### src/rtl/serial_frame_rx.sv
// rtl/serial_frame_rx.sv - start/data/parity/stop serial framer with valid/ready word output
module serial_frame_rx #(
    parameter int WIDTH = 5
) (
    input  logic             clk,
    input  logic             rst,
    input  logic             si,
    input  logic             si_en,
    input  logic             out_ready,
    input  logic             clr_err,
    output logic [WIDTH-1:0] word,
    output logic             word_valid,
    output logic             word_perr,
    output logic             frame_err,
    output logic             overrun,
    output logic             busy
);
    localparam int CW = $clog2(WIDTH);

    localparam logic [1:0] S_IDLE   = 2'd0;
    localparam logic [1:0] S_DATA   = 2'd1;
    localparam logic [1:0] S_PARITY = 2'd2;
    localparam logic [1:0] S_STOP   = 2'd3;

    logic [1:0]       state;
    logic [WIDTH-1:0] sh;
    logic [CW-1:0]    cnt;
    logic             par;
    logic             perr;

    logic frame_ok;
    logic frame_bad;
    logic slot_free;

    always_comb begin
        frame_ok  = 1'b0;
        frame_bad = 1'b0;
        if (si_en && state == S_STOP) begin
            frame_ok  = si;
            frame_bad = !si;
        end
        // The slot can take a new word if empty or being drained on this same edge
        slot_free = !word_valid || out_ready;
    end

    assign busy = (state != S_IDLE);

    always_ff @(posedge clk or negedge rst) begin
        if (!rst) begin
            state <= S_IDLE;
            sh    <= '0;
            cnt   <= '0;
            par   <= 1'b0;
            perr  <= 1'b0;
        end else if (si_en) begin
            case (state)
                S_IDLE: begin
                    if (!si) begin
                        state <= S_DATA;
                        cnt   <= '0;
                        par   <= 1'b0;
                    end
                end
                S_DATA: begin
                    sh  <= {sh[WIDTH-2:0], si};
                    cnt <= cnt + CW'(1);
                    par <= par ^ si;
                    if (cnt == CW'(WIDTH - 1)) begin
                        state <= S_PARITY;
                    end
                end
                S_PARITY: begin
                    perr  <= par ^ si;
                    state <= S_STOP;
                end
                default: begin
                    state <= S_IDLE;
                end
            endcase
        end
    end

    always_ff @(posedge clk or negedge rst) begin
        if (!rst) begin
            word       <= '0;
            word_valid <= 1'b0;
            word_perr  <= 1'b0;
        end else if (frame_ok && slot_free) begin
            word       <= sh;
            word_perr  <= perr;
            word_valid <= 1'b1;
        end else if (word_valid && out_ready) begin
            word_valid <= 1'b0;
        end
    end

    // Sticky flags: a set condition beats a simultaneous clear
    always_ff @(posedge clk or negedge rst) begin
        if (!rst) begin
            frame_err <= 1'b0;
            overrun   <= 1'b0;
        end else begin
            if (frame_bad) begin
                frame_err <= 1'b1;
            end else if (clr_err) begin
                frame_err <= 1'b0;
            end
            if (frame_ok && !slot_free) begin
                overrun <= 1'b1;
            end else if (clr_err) begin
                overrun <= 1'b0;
            end
        end
    end
endmodule

### config.mk
export PLATFORM = sky130hd
export DESIGN_NAME = serial_frame_rx
export DESIGN_NICKNAME = d
export VERILOG_FILES = /design/src/rtl/serial_frame_rx.sv
export SDC_FILE = /design/constraint.sdc
export NUM_CORES = 1
export LEC_CHECK = 0
export ABC_AREA = 1
export BUFFER_PORTS_ARGS = -buffer_cell sky130_fd_sc_hd__buf_2
export CAP_MARGIN = 10
export CORE_ASPECT_RATIO = 0.75
export CORE_UTILIZATION = 33
export CTS_BUF_LIST = sky130_fd_sc_hd__clkbuf_2 sky130_fd_sc_hd__clkbuf_4 sky130_fd_sc_hd__clkbuf_8
export DETAILED_ROUTE_END_ITERATION = 8
export MAX_ROUTING_LAYER = met4
export PLACE_DENSITY = 0.61
export SYNTH_ARGS = -nofsm -noshare
export SYNTH_HDL_FRONTEND = slang
export SYNTH_SLANG_ARGS = --single-unit
### constraint.sdc
create_clock -name clk -period 2.7 [get_ports clk]
set_input_delay 0.135 -clock clk [delete_from_list [all_inputs] [get_ports clk]]
set_output_delay 0.135 -clock clk [all_outputs]
set_load 0.05 [all_outputs]
# Yosys cells after proc, flatten, opt, wreduce, memory -nomap -nowiden
# Cells that the tools add are included.
# W data, S select, Z words.
word_totals:
  regBits: 21
  inputBits: 6
  out_inout_bits: 10
  elab_cells: 50
op_classes:
  add_sub_neg: 1
  n_eq_ne: 6
  n_mux: 14
  n_bitwise: 1
  reduce_logical: 18
ops:
  columns: ["op", "n"]
  rows:
  - ["$reduce_bool A2 Y1", 5]
  - ["$mux W1", 8]
  - ["$pmux W2 S3", 1]
  - ["$pmux W3 S2", 1]
  - ["$reduce_and A3 Y1", 2]
  - ["$eq A2 B2 Y1 const B", 2]
  - ["$logic_and A1 B1 Y1", 4]
  - ["$mux W2", 2]
  - ["$ne A2 B2 Y1 const B", 2]
  - ["$reduce_and A2 Y1", 2]
  - ["$add A3 B1 Y3 const B", 1]
  - ["$eq A3 B3 Y1 const B", 1]
  - ["$logic_not A1 Y1", 3]
  - ["$mux W3", 1]
  - ["$eq A2 B1 Y1 const B", 1]
  - ["$logic_not A2 Y1", 1]
  - ["$pmux W1 S2", 1]
  - ["$logic_or A1 B1 Y1", 1]
  - ["$xor A1 B1 Y1", 1]

# Longest topological paths before layout
# Gate-level depths: netlist of the first run.
logic_depth:
  word_depth: 5
  mapped_depth: 8
  mapped_depth_nobuf: 8

# Least setup slack after synthesis of the first run
# OpenSTA, ideal clock, no wires.
synth_timing:
  kind: "flip-flop to flip-flop"
  from: "register word_valid"
  to: "register word[1]"
  setup_time_ps: 74
  arrival_ps: 1170
  required_ps: 2626
  slack_ps: 1456
  path_stages_with_launch: 6
  n_path_buf: 1
  synth_period_minus_slack_ps: 1244
  path_cell_list: "dfrtp_1 nand2_1 nand2_2 buf_6 nand2_1 o21ai_2"
synth_between:
  elab_chain_len: 3
synth_lines:
  columns: ["item", "line", "text"]
  rows:
  - ["start, declared", "12", "output logic word_valid,"]
  - ["start signal, assigned", "86", "word_valid <= 1'b0;"]
  - ["start signal, assigned", "91", "word_valid <= 1'b1;"]
  - ["start signal, assigned", "93", "word_valid <= 1'b0;"]
  - ["$logic_not A1 Y1", "43", "slot_free = !word_valid || out_ready;"]
  - ["$logic_or A1 B1 Y1", "43", null]
  - ["$logic_and A1 B1 Y1", "88", "end else if (frame_ok && slot_free) begin"]
  - ["end signal, assigned", "89", "word <= sh;"]
  - ["end, declared", "11", "output logic [WIDTH-1:0] word,"]
# Every way passes these cells.
# A chain may end at the register's enable or synchronous reset.

# Worst setup path in the final report of the first run
layout_timing:
  from: "register state[0]"
  to: "output port busy"
layout_between:
  elab_chain_len: 1
layout_lines:
  columns: ["item", "line", "text"]
  rows:
  - ["start, declared", "25", "logic [1:0] state;"]
  - ["start signal, assigned", "50", "state <= S_IDLE;"]
  - ["start signal, assigned", "59", "state <= S_DATA;"]
  - ["start signal, assigned", "69", "state <= S_PARITY;"]
  - ["$reduce_bool A2 Y1", "46", "assign busy = (state != S_IDLE);"]
  - ["end, declared", "16", "output logic busy"]
# Every way passes these cells.

==> flow_summary.yaml, run 1 <==
outcome:
  outcome: "complete, no violations"
logic_synthesis:
  synth_ff_type: "dfrtp_1"
  yosysWarningCount: 0
  synth_area_mm2: 0.001008
  syn_nets: 129
  yosysUniqueCellTypes: 14
  synthTopCellsByArea: "dfrtp_1 52%, nand2_1 14%, ha_1 8.7%"
  yosys.cell_count.top_type: "nand2_1"
  synth_edf_count: 0
  synth_top_area_share: 0.5211
  syn_area_per_cell_um2: 8.694
  ys_seq_area_frac: 0.5211
  ys_ff_latch: 21
  synth_top_area_cell: "dfrtp_1"
  synth_common_cells: "38 x nand2_1, 21 x dfrtp_1, 18 x inv_1"
  async_flop_share: 1.000
  syn_inst: 116
routing:
  vias: 756
  first_pass_iters: 4
  detail_route.wl_per_cell_um: 10.51
  drc: 0
  vias_per_cell: 4.421
  final_antenna_net_count: 0
  first_iter_violations: 39
  totalWireLength_mm: 1.797
global_routing:
  overflow: 0
  grt_pass1_vias: 707
  grt_usage: 0.1358
  grt_max_degree: 22
  antenna_found_initial: 0
  grt_pass1_wl_mm: 3.153
power_and_ir_drop:
  power.total_w: 0.001294
  p_leak_nw: 0.6340
  cellPowerDensity_mw_per_mm2: 1103
  ir_worst_vdd_mv: 0.2585
min_path:
  min_path_type: "in2reg"
clock_tree:
  clock-root-buffer: "clkbuf_8"
  clock_path_buffers: 2
  htreeDepth: 1
  clock-sinks: 21
  cts_tree: "yes"
  clk_latency_ns: 0.26
  cts-resized-gates: 0
  path_clk_slew_ns: 0.08
  numCtsBuffers: 3
sta:
  fin_crit_sh: 0.5434
  fin_skew_ns: 0.005734
  finalSetupTns_ns: 0
  maxSlewViolCount: 0
  grt_setup_unrepaired: "false"
  layout_setup_ws_ns: 1.233
  fmaxAchievable_mhz: 681.6
  period_minus_slack_ns: 1.467
  tightest_slew_ns: 0.4678
  setup_viol: 0
  slew_headroom: 0.6881
  finalHoldViolCount: 0
placed_design:
  port_buffers: 15
  place_area_mm2: 0.001117
  dp_hpwl_mm: 1.388
  routabilityCongestion: 0.7783
  dp_slack_ns: 1.340
worst_setup_path:
  critPathSlowestCell: "dfrtp_1"
  crit_family: "flip-flops"
  ff2ff_setup_slack_ns: 1.35
  cp-end-kind: "primary output"
  path_cells: "inv_1 -> ha_1 -> inv_1 -> buf_2"
  endpoint: "busy"
  slowest_delay_ns: 0.42
  worst_path_most_repeated_cell: "inv_1"
  worstRegToRegCells: 8
  timing.rr.start: "state[0]$_DFFE_PN0P_"
  startpoint: "state[0]$_DFFE_PN0P_"
  worstPathMaxFanout: 5
  reg2reg_to: "cnt[2]$_DFFE_PN0P_"
  crit_buf_inv: 3
  path_class: "reg2out"
  worstPathArrival_ns: 1.33
  critPathLaunchType: "register"
  cp.depth: 4
  crit_required_ns: 2.57
final_layout:
  seq_area_um2: 525.5
  fill_cells: 291
  multi_input_area_um2: 404.1
  drive_above_1_share: 0.1926
  utilization: 0.4279
  postLayoutCellArea_mm2: 0.001174
  fin_nets: 149
  syn2layout_area_growth_pct: 16.38
  diodes: 0
floorplanning:
  io_pins: 16
  die_h_um: 49.88
  core_area_mm2: 0.002743
  initial_core_util: 0.3677
  die_x_um: 65.83
  row_count: 16
  die_area_mm2: 0.003283
run:
  max_cap_violations: 0
## layer usage
layer | GRT usage | part of all wire | vias to the layer above | routed length [um]
li1 | - | - | 390 | -
met5 | - | 0 | - | 0
met4 | 0.05435 | 0.015 | 0 | 27
met3 | 0.04167 | 0.040 | 2 | 71
met2 | 0.2092 | 0.47 | 16 | 850
met1 | 0.1650 | 0.47 | 348 | 848
## where the power goes
group | internal (W) | switching, W
Combinational | 0.000163 | 0.000424
Sequential | 0.000432 | 0.0000738
Clock | 0.000103 | 0.0000997
## worst register-to-register path: stages, from the launching register on
cell	delay (ns)
dfrtp_1	0.42
inv_1	0.09
ha_1	0.25
nand2_1	0.07
nand2_1	0.07
inv_1	0.12
nand2_1	0.09
nand2_1	0.07
nand2_1	0.05
## cell usage in the layout, fill, tap and decap left out
master and count:
o21ai_0 8, inv_1 18, nor2_1 8, clkbuf_8 3, nor2_4 1, ha_1 7
o22ai_1 1, nand2_1 38, xor2_1 1, nand3_1 5, dlygate4sd3_1 1, nand2_2 2
a21oi_1 1, clkinv_2 1, buf_2 15, o21ai_2 4, dfrtp_1 21
## per-stage QoR
step | instances | hold WS (ns)
finish | 171 | 0.07431
floorplan | 116 | -0.1606
detailed placement | 166 | 0.1289
global placement | 166 | 0.1225
global route | 171 | 0.09248
CTS | 171 | 0.06346
## repair_timing
| action | CTS | global route |
|---|---|---|
| hold buffers | 1 | 0 |
| buffers inserted | 0 | 0 |
| endpoints found under the setup margin | 0 | 0 |
| hold endpoints to repair | 21 | 0 |
## worst min path at each step
stage                       start                     to  cells past startpoint  slack (ns)
after floorplan               rst     cnt[0]$_DFFE_PN0P_                      0       -0.16
after global placement        rst     cnt[0]$_DFFE_PN0P_                      1        0.12
after detailed placement      rst     cnt[0]$_DFFE_PN0P_                      1        0.13
after CTS                 clr_err  frame_err$_DFFE_PN0P_                      2        0.06
after global routing      clr_err  frame_err$_DFFE_PN0P_                      2        0.09
final                     clr_err  frame_err$_DFFE_PN0P_                      2        0.07
## sequential cells by signal, indices dropped and copies added (netlist names)
name and flops:
cnt 3, frame_err 1, overrun 1, par 1
perr 1, sh 5, state 2, word 5
word_perr 1, word_valid 1
## area by class of cell
class	instances	share of cell area
multi-input combinational	76	0.3443
timing repair buffer	16	0.07249
clock inverter	1	0.004264
inverter	18	0.05757
clock buffer	3	0.03518
sequential	21	0.4478
tap	36	0.03838
## logic make-up (layout without fill, tap and decap cells)
family,count (synthesis),in the layout,share of synthesized area
flip-flops,21,21,0.5211
AND/OR/NAND/NOR,54,54,0.2196
buffers and inverters,19,38,0.07816
XOR/XNOR,1,1,0.008686
adder cells (fa/ha/maj),7,7,0.08684
AO/OA/AOI/OAI,14,14,0.08561
(Power assumes the default switching activity.)
==> run 2, diff against run 1 <==
--- a/config.mk
+++ b/config.mk
@@ -13,7 +13,7 @@
 export CTS_BUF_LIST = sky130_fd_sc_hd__clkbuf_2 sky130_fd_sc_hd__clkbuf_4 sky130_fd_sc_hd__clkbuf_8
 export DETAILED_ROUTE_END_ITERATION = 8
 export MAX_ROUTING_LAYER = met4
-export PLACE_DENSITY = 0.61
+export PLACE_DENSITY = 0.63
 export SYNTH_ARGS = -nofsm -noshare
 export SYNTH_HDL_FRONTEND = slang
 export SYNTH_SLANG_ARGS = --single-unit
==> constraint.sdc (replaced) <==
create_clock -name clk -period 1.25 [get_ports clk]
set_input_delay 0.0625 -clock clk [delete_from_list [all_inputs] [get_ports clk]]
set_output_delay 0.0625 -clock clk [all_outputs]
set_load 0.05 [all_outputs]
==> run 2 against run 1 <==
  * The run now ends with setup timing left
  * Critical path depth rose by 1
  * Die area did not move
  * First-iteration DRC count down 33%
  * Via count is 6.5% higher
  * Critical path type unchanged
  * Largest cell class unchanged
  * Total power rose by 140%
  * Largest power group unchanged
  * Global-route usage increased by 1.3 points
==> flow_summary.yaml, run 2 (synthesis results as in run 1) <==
worst_setup_path:
  reg2reg_to: "word[3]$_DFFE_PN0P_"
  path_class: "reg2out"
  critPathLaunchType: "register"
  cp-end-kind: "primary output"
  worstPathMaxFanout: 3
  worstPathArrival_ns: 1.21
  timing.rr.start: "state[1]$_DFFE_PN0P_"
  crit_required_ns: 1.19
  ff2ff_setup_slack_ns: 0.03
  worstRegToRegCells: 7
power_and_ir_drop:
  clkPwrFrac: 0.143
  p_switching_w: 0.001424
  pwr-share-comb: 0.514
  p_int_w: 0.001711
  p_leak_nw: 0.6793
  ir_worst_vdd_mv: 0.6900
  pwr-share-seq: 0.343
  power_switching_share: 0.4542
  cellPowerDensity_mw_per_mm2: 2403
final_layout:
  final_cells: 179
  postLayoutCellArea_mm2: 0.001305
  drive_above_1_share: 0.3007
  top_regs: "sh (5), word (5), cnt (3)"
  syn2layout_area_growth_pct: 29.40
  diodes: 0
  mostFrequentLayoutCells: "37 x nand2_1, 21 x dfrtp_1, 15 x inv_1"
  final_common_cell: "nand2_1"
  fin_nets: 157
sta:
  fmaxAchievable_mhz: 785.4
  finalHoldViolCount: 0
  fin_skew_ns: 0.004373
  tightest_slew_ns: 0.4597
  slew_headroom: 0.6935
  setup_viol: 1
  maxSlewViolCount: 0
  grt_setup_unrepaired: "true"
  fin_crit_sh: 1.019
  finalSetupTns_ns: -0.02322
  period_minus_slack_ns: 1.273
  layout_setup_ws_ns: -0.02322
global_routing:
  overflow: 0
  antenna_found_initial: 0
  grt_max_degree: 22
  grt_pass1_vias: 825
  grt_usage: 0.1489
  grt_pass1_wl_mm: 3.525
clock_tree:
  clock-sinks: 21
  htreeDepth: 1
  cts_tree: "yes"
  clock-root-buffer: "clkbuf_8"
  clock_path_buffers: 2
  path_clk_slew_ns: 0.07
  numCtsBuffers: 3
  clk_latency_ns: 0.26
routing:
  top_layer: "met4"
  first_pass_iters: 4
  wl_met1_um: 948
  final_antenna_net_count: 0
  route.met3.wl_um: 47
  vias: 805
  drc: 0
  vias_per_cell: 4.497
  detail_route.wl_per_cell_um: 11.08
  first_iter_violations: 26
  wl_met2_um: 937
  totalWireLength_mm: 1.983
placed_design:
  dp_hpwl_mm: 1.432
  port_buffers: 15
  routabilityCongestion: 0.7859
  place_area_mm2: 0.001140
  place_inst: 169
outcome:
  outcome: "complete, but fails checks"
  violations: "setup timing"
run:
  max_cap_violations: 0
floorplanning:
  io_pins: 16
  core_area_mm2: 0.002743
  die_h_um: 49.88
  initial_core_util: 0.3677
  row_count: 16
  die_x_um: 65.83
  die_area_mm2: 0.003283
min_path:
  min-delay-start: "si"
  hold_path_end: "frame_err$_DFFE_PN0P_"
  min_delay_path_depth: 2
  min_path_type: "in2reg"
==> run 2: repair_timing <==
action | CTS | global route
hold buffers | 2 | 0
resized for setup | 7 | 15
hold endpoints to repair | 22 | 0
buffers inserted | 2 | 1
endpoints found under the setup margin | 13 | 19
pin swaps | 1 | 2
cloned | 0 | 1
==> run 2: per-stage QoR <==
| step | power (W) | util | setup WS [ns] | hold slack [ns] |
|---|---|---|---|---|
| global placement | 0.002399 | 0.4156 | -0.003383 | 0.04772 |
| finish | 0.003135 | 0.4758 | -0.02322 | 0.04296 |
| detailed placement | 0.002454 | 0.4156 | -0.05898 | 0.04428 |
| global route | 0.003393 | 0.4758 | -0.07271 | 0.04969 |
| floorplan | 0.002088 | - | 0.006189 | -0.2331 |
| CTS | 0.003006 | 0.4521 | -0.03955 | 0.04048 |
==> run 2: cell type report <==
class                   count  area [um^2]
well taps                  36        45.04
clock buffers               3        41.29
repair buffers             23        157.7
clock inverters             1        5.005
inverters                  18        67.56
flip-flops and latches     21        525.5
fillers                   269         1438
multi-input cells          77        462.9
==> run 2: worst max-delay path by stage <==
stage                           start                    to  slack [ns]  cells after the start
3_5_place_dp     state[0]$_DFFE_PN0P_  state[0]$_DFFE_PN0P_       -0.06                      8
3_3_place_gp     state[0]$_DFFE_PN0P_    cnt[2]$_DFFE_PN0P_      -0.003                      8
2_1_floorplan  word_valid$_DFFE_PN0P_   word[1]$_DFFE_PN0P_       0.006                      5
5_1_grt          state[0]$_DFFE_PN0P_    cnt[2]$_DFFE_PN0P_       -0.07                      7
6_report         state[0]$_DFFE_PN0P_                  busy       -0.02                      5
4_1_cts          state[0]$_DFFE_PN0P_                  busy       -0.04                      5
==> run 2: power by group through the flow <==
stage | clock (W) | combinational (W) | sequential [W]
detailed placement | 0 | 0.00135 | 0.00111
global route | 0.000491 | 0.00179 | 0.00111
finish | 0.000448 | 0.00161 | 0.00108
global placement | 0 | 0.00131 | 0.00109
CTS | 0.000458 | 0.00147 | 0.00108
floorplan | 0 | 0.000671 | 0.00142
==> run 2: per-layer routing <==
metal | GRT usage | up-vias
li1 | - | 408
met4 | 0.07971 | 0
met2 | 0.2381 | 11
met5 | - | -
met3 | 0.03472 | 5
met1 | 0.1723 | 381
==> run 2: worst max-delay path, cell delays in order, from the launching register on <==
cell     delay, ns
dfrtp_1       0.39
inv_1         0.12
ha_4          0.16
buf_4         0.11
inv_2         0.03
buf_8         0.14
==> run 3, diff against run 2 <==
--- a/config.mk
+++ b/config.mk
@@ -9,11 +9,11 @@
 export BUFFER_PORTS_ARGS = -buffer_cell sky130_fd_sc_hd__buf_2
 export CAP_MARGIN = 10
 export CORE_ASPECT_RATIO = 0.75
-export CORE_UTILIZATION = 33
+export CORE_UTILIZATION = 51
 export CTS_BUF_LIST = sky130_fd_sc_hd__clkbuf_2 sky130_fd_sc_hd__clkbuf_4 sky130_fd_sc_hd__clkbuf_8
 export DETAILED_ROUTE_END_ITERATION = 8
 export MAX_ROUTING_LAYER = met4
-export PLACE_DENSITY = 0.63
+export PLACE_DENSITY = 0.86
 export SYNTH_ARGS = -nofsm -noshare
 export SYNTH_HDL_FRONTEND = slang
 export SYNTH_SLANG_ARGS = --single-unit
==> run 3 against run 2 <==
  * The run still ends with setup timing left
  * Combinational power grew 13%
  * Register-to-register slack lost 0.16 ns
  * Wire length rose by 46%
  * Largest power group unchanged
==> flow_summary.yaml, run 3 (synthesis results as in run 1) <==
outcome:
  outcome: "complete, but fails checks"
  violations: "setup timing"
worst_setup_path:
  worstPathArrival_ns: 1.63
  worstPathMaxFanout: 4
  cp-end-kind: "register"
  path_class: "reg2reg"
  ff2ff_setup_slack_ns: -0.13
  crit_required_ns: 1.51
  worst_path_most_repeated_cell: "buf_6"
  critPathLaunchType: "register"
  slowest_delay_ns: 0.47
  path_cells: "buf_6 -> ha_4 -> nand2_4 -> nor2_4 -> buf_6 -> nand3_2 -> o21ai_1"
  critPathSlowestCell: "dfrtp_2"
final_layout:
  fin_nets: 160
  final_common_cell: "nand2_1"
  fill_cells: 101
  diodes: 0
  utilization: 0.7497
  seq_area_um2: 526.8
  top_regs: "sh (5), word (5), cnt (3)"
  mostFrequentLayoutCells: "31 x nand2_1, 20 x dfrtp_1, 14 x inv_1, 14 x buf_2"
  drive_above_1_share: 0.3699
  syn2layout_area_growth_pct: 33.00
  multi_input_area_um2: 508.0
  final_cells: 168
clock_tree:
  clock-root-buffer: "clkbuf_4"
  htreeDepth: 1
  path_clk_slew_ns: 0.14
  cts_tree: "yes"
  clock-sinks: 21
  clock_path_buffers: 2
  clk_latency_ns: 0.33
  numCtsBuffers: 3
routing:
  drc: 0
  first_iter_violations: 66
  first_pass_iters: 4
  vias_per_cell: 5.571
  detail_route.wl_per_cell_um: 17.24
  vias: 936
  final_antenna_net_count: 0
  totalWireLength_mm: 2.897
global_routing:
  grt_pass1_vias: 781
  grt_pass1_wl_mm: 3.608
  grt_max_degree: 22
  overflow: 0
  antenna_found_initial: 0
  grt_usage: 0.2577
sta:
  grt_setup_unrepaired: "true"
  finalHoldViolCount: 0
  setup_viol: 15
  layout_setup_ws_ns: -0.1264
  finalSetupTns_ns: -1.258
  fin_crit_sh: 1.101
  slew_headroom: 0.6814
  period_minus_slack_ns: 1.376
  fmaxAchievable_mhz: 726.6
  tightest_slew_ns: 0.4779
  maxSlewViolCount: 0
  fin_skew_ns: 0.03084
run:
  max_cap_violations: 0
placed_design:
  dp_hpwl_mm: 1.339
  port_buffers: 15
  routabilityCongestion: 0.8586
  place_inst: 154
  dp_slack_ns: -0.07923
power_and_ir_drop:
  ir_worst_vdd_mv: 1.437
  cellPowerDensity_mw_per_mm2: 2453
  p_leak_nw: 0.6873
floorplanning:
  row_count: 13
  die_area_mm2: 0.002161
  io_pins: 16
  initial_core_util: 0.5636
  die_h_um: 40.51
  core_area_mm2: 0.001789
  die_x_um: 53.35
min_path:
  min_path_type: "in2reg"
[run 3: final cells by class]
class / count / share of cell area
Sequential cell: 21 / 0.3927
Multi-Input combinational cell: 77 / 0.3787
Timing Repair Buffer: 26 / 0.1353
Clock buffer: 3 / 0.01679
Inverter: 18 / 0.05224
Clock inverter: 1 / 0.003731
Tap cell: 22 / 0.02052
[run 3: what timing repair did]
| item | 4_1_cts | 5_1_grt |
|---|---|---|
| setup endpoints to repair | 13 | 20 |
| buffers inserted | 4 | 1 |
| cloned | 1 | 0 |
| hold endpoints to repair | 23 | 1 |
| resized for setup | 21 | 15 |
| hold buffers | 3 | 1 |
| pin swaps | 5 | 5 |
[run 3: power by group]
group	total, W	internal, W	switching, W
sequential	0.00112	0.000934	0.000185
clock	0.000347	0.000120	0.000227
combinational	0.00182	0.000612	0.00121
total	0.00329	0.00167	0.00162
[run 3: stage by stage]
stage	total power, W	hold slack (ns)	cell area (um^2)
finish	0.003290	0.1849	1341
global route	0.003513	0.1717	1341
CTS	0.003001	0.01607	1274
detailed placement	0.002413	0.04027	1115
global placement	0.002352	0.03581	1115
floorplan	0.002088	-0.2331	1008
[run 3: final timing paths]
path / from / to / cells after the start
worst max-delay path: state[0]$_DFFE_PN0P_ / overrun$_DFFE_PN0P_ / 7
worst min-delay path: si_en / sh[3]$_DFFE_PN0P_ / 3
worst max register to register: state[0]$_DFFE_PN0P_ / overrun$_DFFE_PN0P_ / 7
worst min register to register: word[0]$_DFFE_PN0P_ / word[0]$_DFFE_PN0P_ / 2
max in group asynchronous: rst / word[1]$_DFFE_PN0P_ / 2
min in group asynchronous: rst / sh[4]$_DFFE_PN0P_ / 2
[run 3: per-layer routing]
metal,GRT usage,part of all wire,vias to the layer above
met1,0.2801,0.38,437
met4,0.1447,0.045,0
met5,-,0,-
met2,0.4250,0.49,65
li1,-,-,417
met3,0.08333,0.079,17
[run 3: worst max-delay path: cells and delay by family, from the launching register on]
kind / cells / cell delay [ns]
DFF: 1 / 0.47
buffers and inverters: 2 / 0.29
AOI/OAI and AO/OA: 1 / 0.11
and+or+nand+nor: 3 / 0.31
adders and majority gates: 1 / 0.13
